--- src/rtl/mc_controller.sv ---
// Multi-cycle RV32I control FSM: Moore-style state machine decoding datapath
// strobes and selects from the current state plus opcode/funct fields and ALU flags.
module mc_controller #(
  parameter bit TRAP_ON_ILLEGAL = 1'b1
) (
  input  logic       clk,
  input  logic       rst,
  input  logic [6:0] op,
  input  logic [2:0] funct3,
  input  logic       funct7,
  input  logic       zero_flag,
  input  logic       comp_flag,
  output logic       PCWrite,
  output logic       AddrSrc,
  output logic       IRWrite,
  output logic       RegWrite,
  output logic       WDSrc,
  output logic       MemWrite,
  output logic [1:0] SrcA,
  output logic [1:0] SrcB,
  output logic [1:0] ResSrc,
  output logic [1:0] DataSrc,
  output logic [3:0] ALUControll,
  output logic [2:0] ImmSrc,
  output logic [1:0] memSize,
  output logic       illegal,
  output logic [3:0] state
);

  localparam logic [3:0] S_FETCH = 4'd0,  S_DECODE = 4'd1,  S_MEMADR = 4'd2,
                         S_MEMREAD = 4'd3, S_MEMWB = 4'd4,  S_MEMWRITE = 4'd5,
                         S_EXECR = 4'd6,  S_EXECI = 4'd7,   S_ALUWB = 4'd8,
                         S_BRANCH = 4'd9, S_JAL = 4'd10,    S_JALR = 4'd11,
                         S_LUI = 4'd12,   S_AUIPC = 4'd13,  S_TRAP = 4'd14;

  localparam logic [6:0] OP_LOAD = 7'b0000011, OP_STORE = 7'b0100011,
                         OP_R = 7'b0110011,    OP_I = 7'b0010011,
                         OP_BR = 7'b1100011,   OP_JAL = 7'b1101111,
                         OP_JALR = 7'b1100111, OP_LUI = 7'b0110111,
                         OP_AUIPC = 7'b0010111;

  localparam logic [3:0] ALU_ADD = 4'd0, ALU_SUB = 4'd1, ALU_AND = 4'd2, ALU_OR = 4'd3,
                         ALU_XOR = 4'd4, ALU_SLT = 4'd5, ALU_SLTU = 4'd6, ALU_SLL = 4'd7,
                         ALU_SRL = 4'd8, ALU_SRA = 4'd9;

  localparam logic [2:0] IMM_I = 3'd0, IMM_S = 3'd1, IMM_B = 3'd2, IMM_J = 3'd3, IMM_U = 3'd4;

  logic [3:0] r_state;
  logic [3:0] w_next;
  logic       r_illegal;
  logic [3:0] w_alu_dec;

  // State register
  always_ff @(posedge clk or negedge rst) begin
    if (!rst) r_state <= S_FETCH;
    else      r_state <= w_next;
  end

  // Sticky flag, raised on entry to TRAP
  always_ff @(posedge clk or negedge rst) begin
    if (!rst)                 r_illegal <= 1'b0;
    else if (w_next == S_TRAP) r_illegal <= 1'b1;
  end

  // Next-state logic
  always_comb begin
    w_next = r_state;
    case (r_state)
      S_FETCH:  w_next = S_DECODE;
      S_DECODE: begin
        case (op)
          OP_LOAD, OP_STORE: w_next = S_MEMADR;
          OP_R:              w_next = S_EXECR;
          OP_I:              w_next = S_EXECI;
          OP_BR:             w_next = S_BRANCH;
          OP_JAL:            w_next = S_JAL;
          OP_JALR:           w_next = S_JALR;
          OP_LUI:            w_next = S_LUI;
          OP_AUIPC:          w_next = S_AUIPC;
          default:           w_next = TRAP_ON_ILLEGAL ? S_TRAP : S_FETCH;
        endcase
      end
      S_MEMADR:  w_next = (op == OP_STORE) ? S_MEMWRITE : S_MEMREAD;
      S_MEMREAD: w_next = S_MEMWB;
      S_EXECR, S_EXECI: w_next = S_ALUWB;
      S_TRAP:    w_next = S_TRAP;
      default:   w_next = S_FETCH;
    endcase
  end

  // ALU operation for R/I-type execute; sub only exists in R-type
  always_comb begin
    w_alu_dec = ALU_ADD;
    case (funct3)
      3'b000: w_alu_dec = (r_state == S_EXECR && funct7) ? ALU_SUB : ALU_ADD;
      3'b001: w_alu_dec = ALU_SLL;
      3'b010: w_alu_dec = ALU_SLT;
      3'b011: w_alu_dec = ALU_SLTU;
      3'b100: w_alu_dec = ALU_XOR;
      3'b101: w_alu_dec = funct7 ? ALU_SRA : ALU_SRL;
      3'b110: w_alu_dec = ALU_OR;
      default: w_alu_dec = ALU_AND;
    endcase
  end

  // Output decode; write strobes are forced low while reset is held
  always_comb begin
    PCWrite = 1'b0; AddrSrc = 1'b0; IRWrite = 1'b0; RegWrite = 1'b0;
    WDSrc = 1'b0; MemWrite = 1'b0; SrcA = 2'd0; SrcB = 2'd0; ResSrc = 2'd0;
    DataSrc = 2'd0; ALUControll = ALU_ADD; ImmSrc = IMM_I; memSize = 2'd0;
    case (r_state)
      S_FETCH: begin
        IRWrite = 1'b1; SrcB = 2'd2; ResSrc = 2'd2; PCWrite = 1'b1;
      end
      S_DECODE: begin
        SrcA = 2'd1; SrcB = 2'd1; ImmSrc = IMM_B;
      end
      S_MEMADR: begin
        SrcA = 2'd2; SrcB = 2'd1; ImmSrc = (op == OP_STORE) ? IMM_S : IMM_I;
      end
      S_MEMREAD: begin
        AddrSrc = 1'b1; memSize = funct3[1:0];
      end
      S_MEMWB: begin
        ResSrc = 2'd1; RegWrite = 1'b1;
        case (funct3)
          3'b000:  DataSrc = 2'd1;
          3'b001:  DataSrc = 2'd2;
          default: DataSrc = 2'd0;
        endcase
      end
      S_MEMWRITE: begin
        AddrSrc = 1'b1; MemWrite = 1'b1; memSize = funct3[1:0];
      end
      S_EXECR: begin
        SrcA = 2'd2; ALUControll = w_alu_dec;
      end
      S_EXECI: begin
        SrcA = 2'd2; SrcB = 2'd1; ImmSrc = IMM_I; ALUControll = w_alu_dec;
      end
      S_ALUWB: RegWrite = 1'b1;
      S_BRANCH: begin
        SrcA = 2'd2;
        case (funct3)
          3'b000: begin ALUControll = ALU_SUB;  PCWrite = zero_flag;  end
          3'b001: begin ALUControll = ALU_SUB;  PCWrite = !zero_flag; end
          3'b100: begin ALUControll = ALU_SLT;  PCWrite = comp_flag;  end
          3'b101: begin ALUControll = ALU_SLT;  PCWrite = !comp_flag; end
          3'b110: begin ALUControll = ALU_SLTU; PCWrite = comp_flag;  end
          3'b111: begin ALUControll = ALU_SLTU; PCWrite = !comp_flag; end
          default: PCWrite = 1'b0;
        endcase
      end
      S_JAL, S_JALR: begin
        SrcA = (r_state == S_JAL) ? 2'd1 : 2'd2; SrcB = 2'd1;
        ImmSrc = (r_state == S_JAL) ? IMM_J : IMM_I;
        ResSrc = 2'd2; PCWrite = 1'b1; RegWrite = 1'b1; WDSrc = 1'b1;
      end
      S_LUI, S_AUIPC: begin
        SrcA = (r_state == S_LUI) ? 2'd3 : 2'd1; SrcB = 2'd1; ImmSrc = IMM_U;
        ResSrc = 2'd2; RegWrite = 1'b1;
      end
      default: ;
    endcase
    if (!rst) begin
      PCWrite = 1'b0; IRWrite = 1'b0; RegWrite = 1'b0; MemWrite = 1'b0;
    end
  end

  assign illegal = r_illegal;
  assign state   = r_state;

endmodule

--- config.mk ---
export PLATFORM = sky130hd
export DESIGN_NAME = mc_controller
export DESIGN_NICKNAME = d
export VERILOG_FILES = /design/src/rtl/mc_controller.sv
export SDC_FILE = /design/constraint.sdc
export NUM_CORES = 1
export LEC_CHECK = 0
export CAP_MARGIN = 25
export CORE_MARGIN = 1
export CORE_UTILIZATION = 25
export CTS_CLUSTER_SIZE = 14
export DETAILED_ROUTE_END_ITERATION = 8
export SETUP_SLACK_MARGIN = 0.05
export SYNTH_ARGS = -nofsm -noshare
export SYNTH_HDL_FRONTEND = slang
export SYNTH_SLANG_ARGS = --single-unit
--- constraint.sdc ---
create_clock -name clk -period 1.8 [get_ports clk]
set_clock_uncertainty 0.15 [all_clocks]
set_input_delay 0.36 -clock clk [delete_from_list [all_inputs] [get_ports clk]]
set_output_delay 0.36 -clock clk [all_outputs]
set_load 0.02 [all_outputs]
# Yosys cells after proc, flatten, opt, wreduce, memory -nomap -nowiden
# Index checks and enable logic that the tools add are counted.
word_totals:
  ff_bits: 5
  latch_bits: 0
  ramBits: 0
  mem_bits_ro: 0
  inputBits: 15
  output_inout_bits: 28
  memories: 0
classes:
  n_addsub: 0
  mul: 0
  n_div: 0
  order_cmp: 0
  eq_ne: 31
  shift: 0
  n_mux: 30
  n_bitwise: 0
  reduce_logical: 20
op_table:
  columns: ["operator", "n"]
  rows:
  - ["$eq 4x4->1 const B", 8]
  - ["$pmux 4 s8", 1]
  - ["$pmux 4 s7", 1]
  - ["$pmux 4 s6", 1]
  - ["$eq 7x6->1 const B", 3]
  - ["$eq 7x7->1 const B", 3]
  - ["$reduce_or 2->1", 10]
  - ["$eq 4x3->1 const B", 4]
  - ["$eq 7x5->1 const B", 2]
  - ["$eq 3x3->1 const B", 4]
  - ["$mux 1", 12]
  - ["$pmux 2 s2", 3]
  - ["$pmux 3 s4", 1]
  - ["$mux 2", 5]
  - ["$pmux 3 s3", 1]
  - ["$eq 4x2->1 const B", 2]
  - ["$pmux 2 s4", 1]
  - ["$pmux 4 s2", 1]
  - ["$eq 7x2->1 const B", 1]
  - ["$reduce_or 7->1", 1]
  - ["$eq 3x2->1 const B", 2]
  - ["$reduce_or 6->1", 1]
  - ["$reduce_or 5->1", 1]
  - ["$eq 4x1->1 const B", 1]
  - ["other kinds (10)", 11]

# Logic depth before layout (Yosys ltp)
# Gate-level depths: netlist of run 1.
logic_depth:
  word_depth: 5
  depth_mapped: 6
  depth_no_buf: 5

# Least setup slack after synthesis of run 1
# Ideal clock, no wire load.
synth_timing:
  path_kind: "reg-to-output"
  start: "register r_state[1], in the netlist state[1]"
  end: "output port IRWrite"
  t_arrival_ps: 1778
  slack_ps: -488
  stages_incl_launch_ff: 4
  path_buffers: 1
  path_cell_list: "dfrtp_1 -> buf_2 -> nor4_1 -> and2_1"
synth_via:
  elab_chain_cells: 3
synth_rtl:
  columns: ["item", "line", "source"]
  rows:
  - ["start: declaration", "48", "logic [3:0] r_state;"]
  - ["start signal: assignment", "56", "else r_state <= w_next;"]
  - ["$logic_not 4->1", "111", "case (r_state)"]
  - ["$mux 1", "111", null]
  - ["$mux 1", "165", "if (!rst) begin"]
  - ["end: declaration", "15", "output logic IRWrite,"]
# No other way between the ends.

# Worst setup path after layout of run 1
layout_timing:
  start: "register r_state[2], in the netlist state[2]"
  end: "output port ALUControll[1]"
layout_via:
  elab_chain_cells: 3
  word_cells_on_any_way: 5
  cone_classes: "eq/ne (3); mux (1); reduce/logical (1)"
layout_rtl:
  columns: ["item", "line", "source"]
  rows:
  - ["$eq 4x3->1", "111", null]
  - ["$reduce_or 2->1 (no source line)", null, null]
  - ["$pmux 4 s2 (*)", "111", null]
  - ["end: declaration", "23", "output logic [3:0] ALUControll,"]
# Every way passes the cells marked *; elsewhere a longest branch is shown, timed or not.

==> impl_results.md, run 1 <==
* Run status: finished with violations
* Failing checks: design-rule violations, negative setup slack
* Row count at 19
* RSZ-0062 raised after global routing: yes
* First-pass GRT wire length at 5.292 mm
* Synth cell types at 42
* Fmax at 503.9 MHz
* Reg2reg start: state[1]
* Final WL at 3.405 mm
* CTS Sinks at 5
* Clock Tree Buf Depth at 2
* DP Area at 0.001630 sq mm
* Drt wl/cell at 14.55 microns
* CP Max Fanout at 6
* Htree depth at 1
* Crit path from: state[2]
* Synth Flop Type: dfrtp_1
* Cell area after layout at 0.001986 sq mm
* Number of global-route vias before repair at 1244
* Critical Path End: ALUControll[1]
* Most frequent cells in the layout: buf_4, buf_6, nand2_1
* Endpoint type of the worst setup path: output port
* Power Internal at 1576 uW
* Initial antenna violation count at 0
* Final Power at 2927 uW
* Critical path class: reg2out
* Worst-margin pin slew at 0.3045 ns
* Clock share of power at 4.5%
* Fin nets at 219
* Clock Tree Root: clkbuf_4
* Pwr dens at 1474 mW/mm^2
* Grt ovf at 0
* Net load switching power at 1350 uW
* Max-cap violation count at 0
* Die Area at 0.003283 sq mm
* Starting Density at 27.02%
* Worst Setup Start Kind: flop
* Die Height at 57.30 microns
* Port bufs at 42
* Worst vdd ir at 0.8146 mV
* Area grow syn2layout at 159.7%
* Rel. slew slack at 79.70%
* Commonest non-fill, non-tap cell in the layout: buf_4
* Core Area at 0.002829 sq mm
* Final max-slew violation count at 0
* GPL Wtd Cong at 0.8231
* CTS tree: yes
* Post-route setup slack at -0.1845 ns
* Reg2reg setup slack at 0 ns
* Syn nets at 124
* Lkg Pwr at 0.0008883 uW
* Synth warn at 0
* Clock-pin slew on the worst setup and hold paths at 0.05 ns
* Slowest cell on crit path: dfrtp_2
* Final Util at 70.19%
* Die width at 57.30 microns
* Routed vias/inst at 5.068
* Hold buffer count at cts at 0
* DPL Wire Length at 2.272 mm
* Hold Path Origin: illegal
* Period utilization at 110.2%
* Length in cells of the worst reg-to-reg path at 7
* Worst r2r dst: illegal
* Comb pwr share at 85.7%
* DRT iter0 DRCs at 21
* Post-synthesis sequential area ratio at 16.37%
* Layout Cells excl Fill at 234
* I/O pins at 43
* Hold Path Class: reg2reg
* CP cell instances: buf_4, nor4_4, o211ai_1, o21ai_2, buf_6
* EDFF count, synth at 0
* Mapped cell area at 764.5 sq um
* Ant. Diodes at 0
* Ys async rst share at 100.0%
* Data required time of the worst path at 1.29 ns
* Final TNS setup at -2.690 ns
* TritonCTS Buffers at 3
* Largest net degree at the start of global routing at 10
* CP arrival at 1.47 ns
* Routed Antenna Nets at 0
* Switching Fraction at 46.14%
* Hold Fails Final Rpt at 0
* TritonRoute pass-1 iters at 6
* Layout cells sized above 1 at 71.43%
* DRC at 3
* DP Cell Count at 217
* Clock Latency Late Sink at 0.25 ns
* Vias at 1186
* # setup viols final at 23
* Synth Instances at 109
* Sequential power share at 9.7%
* FF+latch count, synth at 5
* Post-layout min period at 1.984 ns
* Crit path largest cell delay at 0.46 ns
* Mean area per synthesized cell at 7.014 sq um
* Total GRT Usage at 21.21%
## cell usage after synthesis, drive strengths merged (2+ instances only)
library cell | instances | share of area, %
a211oi | 2 | 2.0
a21oi | 5 | 3.8
a22o | 2 | 2.5
and2 | 5 | 4.1
and3 | 2 | 1.6
buf | 7 | 4.6
dfrtp | 5 | 16
inv | 3 | 1.5
nand2 | 17 | 8.3
nand2b | 3 | 2.5
nand3 | 4 | 3.3
nor2 | 12 | 6.5
nor2b | 6 | 4.9
nor3b | 3 | 3.6
nor4 | 2 | 1.6
o21ai | 8 | 5.2
o22ai | 4 | 4.1
o311ai | 2 | 3.3
xnor2 | 2 | 2.3
## power by group through the flow
stage	Combinational, uW	Sequential [uW]	Clock [uW]
floorplan	1040	239	0
global placement	1860	246	0
detailed placement	1870	245	0
CTS	2200	278	141
global route	2640	295	148
finish	2510	285	133
## registers in the layout (all words and copies together) (netlist names)
register,cells
state,4
illegal,1
## worst max-delay path: cells and delay by family, from the launching register on
family / cells / cell delay (ns)
flip-flops: 1 / 0.46
AO/OA/AOI/OAI: 2 / 0.22
buffers and inverters: 2 / 0.30
AND/OR/NAND/NOR: 1 / 0.25
## stage by stage
stage	setup WS, ns	hold slack, ns
floorplan	-0.02729	-0.08559
global placement	-0.9921	0.3078
global route	-0.2579	0.3566
finish	-0.1845	0.3417
detailed placement	-1.047	0.3295
CTS	-0.1911	0.3403
## final cells by class
type / count / area (sq um)
inverters: 3 / 16.27
clock buffers: 4 / 26.28
repair buffers: 97 / 890.9
multi-input cells: 94 / 883.3
well taps: 31 / 38.79
flip-flops and latches: 5 / 130.1
fillers: 224 / 843.3
## layer usage
metal,share of wire (%),vias to the layer above,global-route usage (%)
met1,37,553,20.51
li1,-,586,-
met4,1.6,0,11.85
met3,6.4,4,5.669
met2,55,43,40.34
met5,0,-,0
## logic make-up after synthesis
family                 synth area share [%]
flip-flops                            16.37
buffers and inverters                 6.055
AO/OA/AOI/OAI                         31.59
AND/OR/NAND/NOR                       43.70
XOR/XNOR                              2.292
## how the worst min path moves through the flow
stage | end | slack [ns] | depth (start not counted)
2_1_floorplan | illegal | -0.09 | 0
3_3_place_gp | illegal | 0.31 | 1
3_5_place_dp | illegal | 0.33 | 1
4_1_cts | illegal | 0.34 | 1
5_1_grt | illegal | 0.36 | 1
6_report | illegal | 0.34 | 1
## what timing repair did
item | CTS | global route
gates cloned | 0 | 1
pin swaps | 24 | 11
gates resized for setup | 208 | 22
buffers inserted | 6 | 6
setup endpoints to repair | 28 | 28
Note: power is estimated with default switching activity, not from simulation.
==> run 2: changes to the inputs <==
--- a/config.mk
+++ b/config.mk
@@ -5,7 +5,6 @@
 export SDC_FILE = /design/constraint.sdc
 export NUM_CORES = 1
 export LEC_CHECK = 0
-export CAP_MARGIN = 25
 export CORE_MARGIN = 1
 export CORE_UTILIZATION = 25
 export CTS_CLUSTER_SIZE = 14
==> results of run 2 <==
No change in the layout: final DEF, timing and power equal those of run 1.
==> run 3: changes to the inputs <==
--- a/config.mk
+++ b/config.mk
@@ -5,6 +5,7 @@
 export SDC_FILE = /design/constraint.sdc
 export NUM_CORES = 1
 export LEC_CHECK = 0
+export CORE_ASPECT_RATIO = 1.1
 export CORE_MARGIN = 1
 export CORE_UTILIZATION = 25
 export CTS_CLUSTER_SIZE = 14
==> run 3 against run 2 <==
- the run ends with negative setup slack left
- power down 13%
- cell count shrank 1.7%
- non-clock buffer count is 6 lower
- highest routed layer unchanged
==> impl_results.md, run 3 (synthesized netlist as in run 1, its figures left out) <==
* Run status: finished with violations
* Failing checks: negative setup slack
* Total GRT Usage at 19.39% (-1.8 points)
* Crit path from: state[1]
* Initial antenna violation count at 0 (unchanged)
* # setup viols final at 22 (-4.3%)
* Clock-pin slew on the worst setup and hold paths at 0.04 ns (about the same)
* Layout cells sized above 1 at 64.47% (-7.0 points)
* Final max-slew violation count at 0 (unchanged)
* DRT iter0 DRCs at 21 (unchanged)
* Hold buffer count at cts at 0 (unchanged)
* CTS Sinks at 5 (unchanged)
* Vias at 1136 (-4.2%)
* TritonRoute pass-1 iters at 4 (-2)
* Routed vias/inst at 4.939 (-2.6%)
* Pwr dens at 1382 mW/mm^2 (-6.3%)
* DPL Wire Length at 2.249 mm (-1.0%)
* Rel. slew slack at 82.58% (+2.9 points)
* Post-placement setup slack at -1.025 ns (+0.02252 ns)
* Post-layout min period at 1.974 ns (-0.01044 ns)
* Largest net degree at the start of global routing at 12 (+2)
* CP Max Fanout at 6 (unchanged)
* Endpoint type of the worst setup path: output port
* Critical path class: reg2out
* Met2 Usage GRT at 34.25% (-6.1 points)
* Ant. Diodes at 0 (unchanged)
* CP arrival at 1.46 ns (about the same)
* Clock Tree Root: clkbuf_4
* Max-cap violation count at 0 (unchanged)
* Worst r2r dst: illegal
* Hold Path Class: in2async
* Post-route setup slack at -0.1741 ns (+0.01044 ns)
* Commonest non-fill, non-tap cell in the layout: buf_4
* Die width at 54.73 microns (-4.5%)
* Data required time of the worst path at 1.29 ns (about the same)
* Met1 usage at 24.16% (+3.7 points)
* Max reg flops at 4 (unchanged)
* Final TNS setup at -2.444 ns (+0.2457 ns)
* Reg2reg setup slack at -0.07 ns (-0.07 ns)
* Reg2reg start: state[0]
* Port bufs at 42 (unchanged)
* Met3 global-route usage at 1.781% (-3.9 points)
* Slowest cell on crit path: dfrtp_2
* Drt wl/cell at 13.00 microns (-11%)
* Die Height at 60 microns (+4.7%)
* Routed Antenna Nets at 0 (unchanged)
* Hold Fails Final Rpt at 0 (unchanged)
* Worst-margin pin slew at 0.2613 ns (-0.04324 ns)
* TritonCTS Buffers at 3 (unchanged)
* I/O pins at 43 (unchanged)
* Grt ovf at 0 (unchanged)
* Area grow syn2layout at 139.9%
* CTS tree: yes
* DRC at 0 (-3)
* CP cell instances: buf_4, nor4_4, and2_1, buf_4
* Fmax at 506.6 MHz (+0.53%)
* Critical Path End: IRWrite
* Fin nets at 213 (-2.7%)
* Lkg Pwr at 0.0008330 uW (-6.2%)
* Crit path largest cell delay at 0.49 ns (+0.03 ns)
* Crit-path most repeated cell: buf_4
* Period utilization at 109.7% (-0.58 points)
* Length in cells of the worst reg-to-reg path at 7 (unchanged)
* Number of global-route vias before repair at 1051 (-16%)
* Core Area at 0.002828 sq mm (about the same)
* Die Area at 0.003284 sq mm (about the same)
* Htree depth at 1 (unchanged)
* Worst Setup Start Kind: flop
* GPL Wtd Cong at 0.7793 (-5.3%)
* RSZ-0062 raised after global routing: yes
* Grt peak-use layer: met2
* Most frequent cells in the layout: buf_4, buf_6, nand2_1, dlygate4sd2_1
* Final WL at 2.989 mm (-12%)
* Worst vdd ir at 0.9475 mV (+16%)
* First-pass GRT wire length at 4.650 mm (-12%)
* Clock Tree Buf Depth at 2 (unchanged)
* Clock Latency Late Sink at 0.24 ns (about the same)
* Fill cell count at 251 (+12%)
* Starting Density at 27.04% (about the same)
* Row count at 20 (+1)
-- run 3: changes by cell type in the layout (fill, tap and decap cells not counted), sizes merged --
| cell | before | now |
|---|---|---|
| buf | 80 | 75 |
| clkdlybuf4s15 | 6 | 3 |
| dlygate4sd2 | 6 | 9 |
| clkbuf | 6 | 4 |
| clkdlybuf4s50 | 2 | 3 |
-- run 3: metrics by stage --
stage / utilization, % / hold WS [ns] / power (uW) / instance area, sq um / instances
floorplan: - / -0.08559 / 1280 / 928.4 / 109
global placement: 58.72 / 0.3124 / 2133 / 1660 / 221
detailed placement: 58.72 / 0.3200 / 2156 / 1660 / 221
CTS: 61.46 / 0.2854 / 2393 / 1738 / 228
global route: 64.87 / 0.3053 / 2704 / 1834 / 230
finish: 64.87 / 0.2913 / 2534 / 1834 / 230
-- run 3: area by class of cell --
| class | count | area, sq um | area share, % |
|---|---|---|---|
| clock buffers | 4 | 26.28 | 1.432 |
| inverters | 3 | 16.27 | 0.8868 |
| multi-input cells | 94 | 828.3 | 45.16 |
| flip-flops and latches | 5 | 130.1 | 7.094 |
| well taps | 33 | 41.29 | 2.251 |
| repair buffers | 91 | 792.0 | 43.18 |
-- run 3: critical path, delay by kind of cell (launching register included) --
family                 cells  cell delay (ns)
buffers and inverters      2             0.30
flip-flops                 1             0.49
AND/OR/NAND/NOR            2             0.42
-- run 3: worst min-delay path by stage --
stage	from	to	slack [ns]
final	rst	illegal	0.29
after global routing	rst	illegal	0.31
after CTS	rst	illegal	0.29
after detailed placement	illegal	illegal	0.32
after global placement	illegal	illegal	0.31
after floorplan	rst	illegal	-0.09
-- run 3: repair_timing --
item                       4_1_cts  5_1_grt
hold endpoints to repair         0        0
buffers inserted                 3        2
pin swaps                        7        8
setup endpoints to repair       28       24
resized for setup              168       27
-- run 3: power by group --
group          total, uW  switching (uW)  leakage [uW]  internal, uW
Combinational       2150            1060      0.000763          1090
Clock                128            44.5     0.0000150          83.7
Sequential           258             100     0.0000547           158
-- run 3: layer usage --
layer  vias up  wire (microns)  share of wire, %
li1        583               -                 -
met1       527            1265                42
met2        24            1624                54
met3         2              83               2.8
met4         0              14              0.47
met5         -               0                 0
